<file path="src/rtl/iir_channel_scheduler_pkg.sv">
// Shared widths, FSM encoding, saturation limits and round-robin pick for the IIR scheduler.
// Combinational helpers only; no latency, no flow control.
package iir_sched_pkg;

  localparam int DATA_W = 4;
  localparam int PROD_W = 8;

  typedef enum logic [1:0] {
    IDLE = 2'd0,
    MUL  = 2'd1,
    DONE = 2'd2
  } state_e;

  localparam logic signed [DATA_W-1:0] SAT_MAX = 4'sd7;
  localparam logic signed [DATA_W-1:0] SAT_MIN = -4'sd8;

  // First requester at or after ptr, wrapping over nch channels (nch <= 16).
  function automatic logic [3:0] rr_pick(input logic [15:0] vld, input logic [3:0] ptr,
                                         input int nch);
    logic [4:0] idx;
    logic       found;
    rr_pick = ptr;
    found   = 1'b0;
    for (int k = 0; k < 16; k++) begin
      idx = {1'b0, ptr} + 5'(k);
      if (idx >= 5'(nch)) idx = idx - 5'(nch);
      if (k < nch && !found && vld[idx[3:0]]) begin
        rr_pick = idx[3:0];
        found   = 1'b1;
      end
    end
  endfunction

endpackage

</file>
<file path="src/rtl/iir_channel_scheduler_if.sv">
// Request / config / result bundle of the IIR channel scheduler; sat_flag exists only
// with IIR_SCHED_SAT_EN. Sources drive through master, the scheduler sits on slave.
interface iir_channel_scheduler_if import iir_sched_pkg::*; #(parameter int NCH = 4);

  localparam int CH_W = (NCH > 1) ? $clog2(NCH) : 1;

  logic [NCH-1:0]        req_valid;
  logic [NCH*DATA_W-1:0] req_x;
  logic [NCH-1:0]        req_ready;
  logic                  cfg_we;
  logic [CH_W-1:0]       cfg_ch;
  logic [DATA_W-1:0]     cfg_a;
  logic                  out_valid;
  logic [CH_W-1:0]       out_ch;
  logic [DATA_W-1:0]     out_y;
  logic                  busy;
`ifdef IIR_SCHED_SAT_EN
  logic                  sat_flag;
`endif

  modport master (
    output req_valid, req_x, cfg_we, cfg_ch, cfg_a,
    input  req_ready, out_valid, out_ch, out_y, busy
`ifdef IIR_SCHED_SAT_EN
    , input sat_flag
`endif
  );

  modport slave (
    input  req_valid, req_x, cfg_we, cfg_ch, cfg_a,
    output req_ready, out_valid, out_ch, out_y, busy
`ifdef IIR_SCHED_SAT_EN
    , output sat_flag
`endif
  );

endinterface

</file>
<file path="src/rtl/baugh_wooley_multiplier.sv">
// 4x4 signed Baugh-Wooley multiplier, purely combinational (zero latency).
// No flow control: the product follows the operands.
module baugh_wooley_multiplier (
  input  logic [3:0] a,
  input  logic [3:0] b,
  output logic [7:0] p
);

  logic [7:0] acc;
  logic       pp;

  // Sign-row partial products are inverted; 2^4 + 2^7 restores the two's-complement result.
  always_comb begin
    acc = 8'b1001_0000;
    pp  = 1'b0;
    for (int i = 0; i < 4; i++) begin
      for (int j = 0; j < 4; j++) begin
        pp = a[i] & b[j];
        if ((i == 3) != (j == 3)) pp = ~pp;
        acc = acc + (8'(pp) << (i + j));
      end
    end
    p = acc;
  end

endmodule

</file>
<file path="src/rtl/iir_channel_scheduler.sv">
// Round-robin shares one 4x4 multiplier over NCH y = x + a*y[n-1] channels; result MUL_LAT+2 cycles after grant.
// One sample in flight, req_ready only in IDLE; IIR_SCHED_SAT_EN selects saturating sums plus sat_flag.
module iir_channel_scheduler import iir_sched_pkg::*; #(
  parameter int NCH     = 4,
  parameter int MUL_LAT = 1
) (
  input logic                   clk,
  input logic                   rst,
  iir_channel_scheduler_if.slave bus
);

  localparam int CH_W = (NCH > 1) ? $clog2(NCH) : 1;
  localparam logic [NCH-1:0] ONE = 1;

  state_e            state, state_nxt;
  logic [DATA_W-1:0] coef   [NCH];
  logic [DATA_W-1:0] ystate [NCH];
  logic [CH_W-1:0]   rr_ptr, cur_ch, gnt_ch, ptr_nxt;
  logic [DATA_W-1:0] cur_x, op_a, op_y, sum;
  logic [PROD_W-1:0] prod, prod_last;
  logic [PROD_W-1:0] prod_pipe [MUL_LAT];
  logic [1:0]        cnt;
  logic              any_req, grant_en;

  assign any_req  = |bus.req_valid;
  assign grant_en = (state == IDLE) && any_req;
  assign gnt_ch   = CH_W'(rr_pick(16'(bus.req_valid), 4'(rr_ptr), NCH));
  assign ptr_nxt  = (gnt_ch == CH_W'(NCH - 1)) ? '0 : gnt_ch + CH_W'(1);

  // Gated by rst so no grant is offered while reset is held.
  assign bus.req_ready = (rst && grant_en) ? (ONE << gnt_ch) : '0;
  assign bus.busy      = (state != IDLE);

  always_comb begin
    state_nxt = state;
    case (state)
      IDLE:    if (any_req) state_nxt = MUL;
      MUL:     if (cnt == 2'(MUL_LAT - 1)) state_nxt = DONE;
      DONE:    state_nxt = IDLE;
      default: state_nxt = IDLE;
    endcase
  end

  always_ff @(posedge clk or negedge rst) begin
    if (!rst) begin
      state <= IDLE;
      cnt   <= 2'd0;
    end else begin
      state <= state_nxt;
      cnt   <= (state == MUL) ? cnt + 2'd1 : 2'd0;
    end
  end

  always_ff @(posedge clk or negedge rst) begin
    if (!rst) begin
      rr_ptr <= '0;
      cur_ch <= '0;
      cur_x  <= '0;
      op_a   <= '0;
      op_y   <= '0;
    end else if (grant_en) begin
      rr_ptr <= ptr_nxt;
      cur_ch <= gnt_ch;
      cur_x  <= bus.req_x[DATA_W*gnt_ch +: DATA_W];
      op_a   <= coef[gnt_ch];
      op_y   <= ystate[gnt_ch];
    end
  end

  baugh_wooley_multiplier u_mul (
    .a (op_a),
    .b (op_y),
    .p (prod)
  );

  // Free-running shift: operands are stable for all of MUL, so the last stage is valid in DONE.
  always_ff @(posedge clk or negedge rst) begin
    if (!rst) begin
      for (int i = 0; i < MUL_LAT; i++) prod_pipe[i] <= '0;
    end else begin
      prod_pipe[0] <= prod;
      for (int i = 1; i < MUL_LAT; i++) prod_pipe[i] <= prod_pipe[i-1];
    end
  end

  assign prod_last = prod_pipe[MUL_LAT-1];

`ifdef IIR_SCHED_SAT_EN
  localparam logic signed [PROD_W:0] WIDE_MAX = SAT_MAX;
  localparam logic signed [PROD_W:0] WIDE_MIN = SAT_MIN;
  logic signed [PROD_W:0] wide;
  logic                   clip;

  always_comb begin
    wide = {{(PROD_W+1-DATA_W){cur_x[DATA_W-1]}}, cur_x} + {prod_last[PROD_W-1], prod_last};
    clip = 1'b0;
    sum  = wide[DATA_W-1:0];
    if (wide > WIDE_MAX) begin
      sum  = SAT_MAX;
      clip = 1'b1;
    end else if (wide < WIDE_MIN) begin
      sum  = SAT_MIN;
      clip = 1'b1;
    end
  end

  always_ff @(posedge clk or negedge rst) begin
    if (!rst) bus.sat_flag <= 1'b0;
    else      bus.sat_flag <= (state == DONE) && clip;
  end
`else
  assign sum = DATA_W'({{(PROD_W-DATA_W){1'b0}}, cur_x} + prod_last);
`endif

  always_ff @(posedge clk or negedge rst) begin
    if (!rst) begin
      bus.out_valid <= 1'b0;
      bus.out_ch    <= '0;
      bus.out_y     <= '0;
    end else begin
      bus.out_valid <= (state == DONE);
      if (state == DONE) begin
        bus.out_ch <= cur_ch;
        bus.out_y  <= sum;
      end
    end
  end

  // A config write to the channel being written back wins: its state is cleared.
  always_ff @(posedge clk or negedge rst) begin
    if (!rst) begin
      for (int i = 0; i < NCH; i++) begin
        coef[i]   <= '0;
        ystate[i] <= '0;
      end
    end else begin
      for (int i = 0; i < NCH; i++) begin
        if (state == DONE && cur_ch == CH_W'(i)) ystate[i] <= sum;
        if (bus.cfg_we && bus.cfg_ch == CH_W'(i)) begin
          coef[i]   <= bus.cfg_a;
          ystate[i] <= '0;
        end
      end
    end
  end

endmodule

</file>
<file path="src/flat_wrapper.sv">
// flat-port wrapper written by rule: the top's interface ports become plain ports
module iir_channel_scheduler_flat import iir_sched_pkg::*;
#(
  parameter int NCH     = 4,
  parameter int MUL_LAT = 1
)
  (clk, rst, bus_req_valid, bus_req_x, bus_cfg_we, bus_cfg_ch, bus_cfg_a, bus_req_ready, bus_out_valid, bus_out_ch, bus_out_y, bus_busy);
  iir_channel_scheduler_if #(.NCH(NCH)) bus_i ();
  input logic clk;
  input logic rst;
  input wire logic [$bits(bus_i.req_valid)-1:0] bus_req_valid;
  input wire logic [$bits(bus_i.req_x)-1:0] bus_req_x;
  input wire logic [$bits(bus_i.cfg_we)-1:0] bus_cfg_we;
  input wire logic [$bits(bus_i.cfg_ch)-1:0] bus_cfg_ch;
  input wire logic [$bits(bus_i.cfg_a)-1:0] bus_cfg_a;
  output wire logic [$bits(bus_i.req_ready)-1:0] bus_req_ready;
  output wire logic [$bits(bus_i.out_valid)-1:0] bus_out_valid;
  output wire logic [$bits(bus_i.out_ch)-1:0] bus_out_ch;
  output wire logic [$bits(bus_i.out_y)-1:0] bus_out_y;
  output wire logic [$bits(bus_i.busy)-1:0] bus_busy;
  assign bus_i.req_valid = bus_req_valid;
  assign bus_i.req_x = bus_req_x;
  assign bus_i.cfg_we = bus_cfg_we;
  assign bus_i.cfg_ch = bus_cfg_ch;
  assign bus_i.cfg_a = bus_cfg_a;
  assign bus_req_ready = bus_i.req_ready;
  assign bus_out_valid = bus_i.out_valid;
  assign bus_out_ch = bus_i.out_ch;
  assign bus_out_y = bus_i.out_y;
  assign bus_busy = bus_i.busy;
  iir_channel_scheduler #(.NCH(NCH), .MUL_LAT(MUL_LAT)) u_core (.clk(clk), .rst(rst), .bus(bus_i));
endmodule
</file>
<file path="config.mk">
export PLATFORM = sky130hd
export DESIGN_NAME = iir_channel_scheduler_flat
export DESIGN_NICKNAME = d
export VERILOG_FILES = /design/src/rtl/iir_channel_scheduler_pkg.sv /design/src/rtl/iir_channel_scheduler_if.sv /design/src/rtl/baugh_wooley_multiplier.sv /design/src/rtl/iir_channel_scheduler.sv /design/src/flat_wrapper.sv
export SDC_FILE = /design/constraint.sdc
export NUM_CORES = 1
export LEC_CHECK = 0
export CORE_MARGIN = 1
export CORE_UTILIZATION = 62
export CTS_CLUSTER_DIAMETER = 150
export DETAILED_ROUTE_END_ITERATION = 8
export GPL_ROUTABILITY_DRIVEN = 0
export PLACE_DENSITY = 0.9
export SETUP_SLACK_MARGIN = 0.2
export SLEW_MARGIN = 5
export SYNTH_ARGS = -nofsm -noshare
export SYNTH_HDL_FRONTEND = slang
export SYNTH_HIERARCHICAL = 1
export SYNTH_SLANG_ARGS = --single-unit
</file>
<file path="constraint.sdc">
create_clock -name clk -period 11.76 [get_ports clk]
set_input_delay 2.352 -clock clk [delete_from_list [all_inputs] [get_ports clk]]
set_output_delay 2.352 -clock clk [all_outputs]
set_load 0.02 [all_outputs]
</file>
==> run_results.csv, run 1 <==
group,metric,value,unit
global_route,met3_usage,5.00,%
placed_design,dp_hpwl,6.26,mm
timing,rsz0062_at_grt,"no",
layout,antenna_cells,0,
global_route,overflow,0,
clock_network,cts_root_buffer,"clkbuf_8",
global_route,grt_max_degree,67,
die,io_pins,41,
detailed_routing,dr.pass1.iters,6,
critical_path,cp_max_fo,25,
layout,fin_area,4500,um2
logic_synthesis,synth_area,3940,um2
critical_path,worstSetupEndpointType,"output pin",
hold_path,holdCritPathClass,"reg -> reg",
logic_synthesis,postSynthCellCount,448,
layout,nets,517,
layout,seqCellArea,1580,um2
logic_synthesis,syn_nets,493,
placed_design,dp_cells,536,
power_and_ir_drop,p_leak,1.95,nW
die,die_h,81.7,um
power_and_ir_drop,p_per_area,274,nW/um2
layout,fillers,449,
global_route,first_global_vias,3395,
layout,multi_input_area,2170,um2
global_route,grt-busiest-layer,"met2",
die,coreArea,6030,um2
clock_network,clockBufferDepth,2,
clock_network,clkTransAtPathRegs,0.07,ns
timing,setup_viol,0,
clock_network,clock_latency,0.35,ns
power_and_ir_drop,ir_drop,0.000217,V
job,drv_cap,0,
layout,drive_gt1_share,9.26,%
layout,area_growth,14.1,%
global_route,grtUsageMet2,51.0,%
logic_synthesis,yosys_warnings,6,
hold_path,worstHoldPathCells,1,
detailed_routing,num_vias,3566,
clock_network,htreeDepth,3,
critical_path,reg2reg_to,"u_core/cur_x[1]",
clock_network,cts_setup_buffers,0,
timing,slew_violations,0,
timing,tns,0,ns
timing,max-slew-margin-rel,11.5,%
critical_path,crit_type,"in -> out",
detailed_routing,wl,9.80,mm
die,rows,28,
critical_path,rr_worst_depth,8,
critical_path,crit_start,"bus_req_valid[3]",
outcome,run_status,"finished clean",
die,dieArea,6680,um2
timing,tightest_slew,1.33,ns
global_route,antenna_found_initial,0,
critical_path,arrival,6.06,ns
detailed_routing,route.detailed.drc,0,
die,initial_core_util,65.4,%
placed_design,dp_slack,3.44,ns
detailed_routing,post_drt_via_cell_ratio,6.48,
placed_design,placed_cell_area,4320,um2
power_and_ir_drop,power,1.23,mW
timing,hold_violations,0,
clock_network,numCtsBuffers,9,
hold_path,min_to,"u_core/cnt[0]",
clock_network,cts_resized,0,
global_route,grt_usage,31.6,%
timing,fmax,119,MHz
critical_path,reg2reg_slack,6.93,ns
detailed_routing,wl_per_cell,17.8,um
placed_design,port_buffers,40,
layout,fin_cells,550,
die,die_w,81.7,um
detailed_routing,ant_nets,0,
timing,setup_ws,3.35,ns
critical_path,crit_required,9.41,ns
detailed_routing,drtIter0Drc,443,
hold_path,hold_start,"u_core/cnt[0]",
critical_path,r2r-start,"u_core/rr_ptr[0]",
clock_network,cts_tree,"yes",
timing,period_needed,8.41,ns
critical_path,start_kind,"input port",
logic_synthesis,synth_area_per_cell,8.80,um2
global_route,grt_pass1_wl,15.8,mm
timing,fin_skew,0.0102,ns
clock_network,hold_buffers,0,
timing,finalCritPeriodShare,71.5,%
global_route,use_met1,41.1,%
clock_network,cts.sinks,63,
==> layout by cell type (no fill, tap or decap), drive strengths merged, types with 4 or more instances in the layout <==
cell / instances
nand2: 116
dfrtp: 63
clkdlybuf4s50: 39
a21oi: 35
nor2: 27
a211oi: 27
a311oi: 24
mux2: 19
inv: 15
clkbuf: 13
mux2i: 12
o221ai: 12
ha: 12
o21ai: 7
nor3: 6
xnor2: 5
and2: 5
buf: 5
fa: 4
==> report_power, final <==
part	leakage [nW]	total, mW	switching, mW	internal, mW
clock	0.0914	0.168	0.0772	0.0911
combinational	1.05	0.676	0.416	0.259
sequential	0.805	0.387	0.0920	0.296
total	1.95	1.23	0.585	0.646
==> sequential cells by signal, summed over array words and instances, names as in the netlist <==
signal,flops
u_core/coef,16
u_core/cnt,2
u_core/prod_last,4
u_core/bus.out_y,4
u_core/cur_x,4
u_core/rr_ptr,2
u_core/bus.out_ch,2
u_core/op_a,4
u_core/cur_ch,2
u_core/ystate,16
u_core/bus.out_valid,1
u_core/state,2
u_core/op_y,4
==> worst max path at each step <==
stage	slack, ns	depth (start not counted)	to
CTS	3.43	9	bus_req_ready[0]
finish	3.35	9	bus_req_ready[0]
global route	3.24	9	bus_req_ready[0]
floorplan	5.22	6	bus_req_ready[0]
detailed placement	3.44	9	bus_req_ready[0]
global placement	3.63	9	bus_req_ready[0]
==> layout make-up <==
cell class,instances,share of cell area (%)
clock buffers,13,3.76
clock inverters,1,0.111
inverters,15,1.25
multi-input cells,339,48.3
flip-flops and latches,63,35.1
well taps,75,2.09
repair buffers,44,9.46
==> metrics by stage <==
stage,utilization [%],hold WS [ns]
finish,74.6,0.442
global route,74.6,0.456
CTS,74.6,0.446
detailed placement,71.8,0.437
global placement,71.8,0.412
floorplan,-,0.403
==> per-layer routing <==
layer | share of wire, % | vias up
li1 | - | 1642
met5 | 0 | -
met2 | 49 | 173
met3 | 7.7 | 32
met1 | 41 | 1719
met4 | 2.6 | 0
==> worst max-delay path, stage by stage <==
cell and delay (ns):
clkdlybuf4s50_1 0.58, mux2i_1 0.12, or3_1 0.38, a21oi_2 0.99
nor2_1 0.21, xnor2_1 0.37, inv_2 0.08, nor4_1 0.31
clkdlybuf4s50_1 0.67
Note: power is estimated with default switching activity, not from simulation.
==> run 2, diff against run 1 <==
- CORE_UTILIZATION: 62 -> 52
- PLACE_DENSITY: 0.9 -> 0.81
- clock period: 11.76 -> 7.1 ns (I/O delays scaled with it)
==> run 2 against run 1 <==
Die area grew 19%. Sequential share of layout area shrank 0.24 points. Utilization shrank 13 points. Sequential power grew 65%. Final cell count grew 4.7%. Clock power grew 63%. Worst hold slack gained 0.0086 ns. Clock skew shrank 0.0040 ns. Total power grew 66%. Cell area grew 0.70%. Critical path type is now reg -> out. Largest power group unchanged.
==> run_results.csv, run 2 (same netlist as run 1, synthesis figures left out) <==
group,metric,value,unit
outcome,run_status,"finished clean",
power_and_ir_drop,p_int,1.07,mW
layout,antenna_cells,0,
power_and_ir_drop,p_per_area,451,nW/um2
layout,area_growth,14.9,%
critical_path,cp_max_fo,66,
die,rows,31,
timing,fmax,166,MHz
critical_path,cp_slowest_stage_delay,1.10,ns
detailed_routing,num_vias,3566,
layout,layout_commonest_cell,"nand2_1",
clock_network,clkTransAtPathRegs,0.06,ns
clock_network,clock_latency,0.34,ns
clock_network,cts_tree,"yes",
power_and_ir_drop,sw_frac_of_total,47.7,%
timing,period_needed,6.01,ns
clock_network,htreeDepth,3,
clock_network,cts_root_buffer,"clkbuf_8",
power_and_ir_drop,ir_drop,0.000172,V
critical_path,rr_worst_depth,8,
detailed_routing,wl,9.86,mm
clock_network,cts_resized,0,
critical_path,slowest_stage,"dfrtp_2",
timing,slew_violations,0,
critical_path,start_kind,"flip-flop",
critical_path,crit_type,"reg -> out",
critical_path,crit_required,5.68,ns
power_and_ir_drop,clkPwrFrac,13.4,%
layout,final_cell_mix,"nand2_1, dfrtp_1, clkdlybuf4s50_1",
detailed_routing,dr.pass1.iters,7,
power_and_ir_drop,p_sw,0.975,mW
die,coreArea,7290,um2
detailed_routing,route.detailed.drc,0,
timing,hold_violations,0,
global_route,grt_pass1_wl,15.9,mm
die,initial_core_util,54.0,%
placed_design,dp_hpwl,6.39,mm
global_route,grt_max_degree,67,
layout,reg_top3,"u_core/coef x16, u_core/ystate x16",
power_and_ir_drop,seqPwrFrac,31.3,%
global_route,overflow,0,
global_route,grt_usage,26.6,%
global_route,first_global_vias,3221,
clock_network,cts_setup_buffers,0,
timing,fin_skew,0.00623,ns
critical_path,path_cells,"inv_1 > ha_1 > mux2i_1 > or3_1 > a21oi_2 > buf_4 > nor2_1 > xnor2_1 > inv_2 > nor4_1 > clkdlybuf4s50_1",
layout,fin_util,62.1,%
layout,nets,518,
detailed_routing,drtIter0Drc,413,
timing,max-slew-margin-rel,25.6,%
critical_path,worstSetupEndpointType,"output pin",
timing,rsz0062_at_grt,"no",
power_and_ir_drop,power,2.04,mW
layout,drive_gt1_share,9.22,%
die,die_h,89.1,um
clock_network,cts.sinks,63,
die,dieArea,7930,um2
global_route,antenna_found_initial,0,
timing,setup_viol,0,
power_and_ir_drop,p_leak,1.95,nW
timing,tns,0,ns
clock_network,numCtsBuffers,9,
clock_network,clockBufferDepth,2,
hold_path,worstHoldPathCells,1,
timing,tightest_slew,1.11,ns
detailed_routing,wl_per_cell,17.1,um
die,die_w,89.1,um
power_and_ir_drop,p_comb_share,55.4,%
die,io_pins,41,
detailed_routing,post_drt_via_cell_ratio,6.19,
clock_network,hold_buffers,0,
detailed_routing,ant_nets,0,
critical_path,arrival,4.59,ns
hold_path,holdCritPathClass,"reg -> reg",
timing,finalCritPeriodShare,84.6,%
placed_design,port_buffers,40,
job,drv_cap,0,
## run 2: changes by cell type in the layout (fill, tap and decap cells not counted)
cell      change
clkbuf_1      +2
clkbuf_8      -1
buf_4         +1
## run 2: cell type report
type                    instances  area (um2)
clock buffers                  14         163
clock inverters                 1        5.00
fillers                       654        2760
inverters                      15        56.3
multi-input cells             339        2170
flip-flops and latches         63        1580
well taps                      99         124
repair buffers                 45         433
## run 2: critical path: cells and delay by family (launching register included)
| family | cells | cell delay (ns) |
|---|---|---|
| adder cells (fa/ha/maj) | 1 | 0.52 |
| flip-flops | 1 | 1.10 |
| XOR/XNOR | 1 | 0.30 |
| AND/OR/NAND/NOR | 3 | 0.79 |
| buffers and inverters | 4 | 1.22 |
| multiplexers | 1 | 0.15 |
| AO/OA/AOI/OAI | 1 | 0.16 |
## run 2: power groups by stage
stage          logic (mW)  clock network, mW  registers (mW)
4_1_cts              1.11              0.279           0.634
2_1_floorplan       0.860                  0           0.586
3_5_place_dp         1.11                  0           0.640
5_1_grt              1.22              0.295           0.661
6_report             1.13              0.273           0.639
3_3_place_gp         1.07                  0           0.631
## run 2: path summary, 6_finish.rpt
path | from | endpoint | slack (ns)
setup / recovery | u_core/rr_ptr[0] | bus_req_ready[0] | 1.09
hold / removal | u_core/cnt[0] | u_core/cnt[0] | 0.45
setup reg to reg | u_core/rr_ptr[0] | u_core/cur_x[0] | 2.25
hold reg to reg | u_core/cnt[0] | u_core/cnt[0] | 0.45
max in group asynchronous | rst | u_core/rr_ptr[0] | 5.16
min in group asynchronous | rst | u_core/cnt[1] | 0.92
## run 2: per-layer routing
layer / GRT usage [%] / routed length, um / vias up
li1: - / - / 1639
met1: 36.9 / 4300 / 1739
met2: 42.0 / 4660 / 164
met3: 4.25 / 688 / 24
met4: 11.0 / 206 / 0
met5: 0 / 0 / -
## run 2: metrics by stage
step,cells,setup slack (ns),area (um2),hold WS [ns]
after floorplan,448,1.97,3940,0.403
after global placement,561,1.39,4360,0.414
final,576,1.09,4530,0.451
after global routing,576,0.793,4530,0.487
after detailed placement,561,1.28,4360,0.433
after CTS,576,1.11,4530,0.442
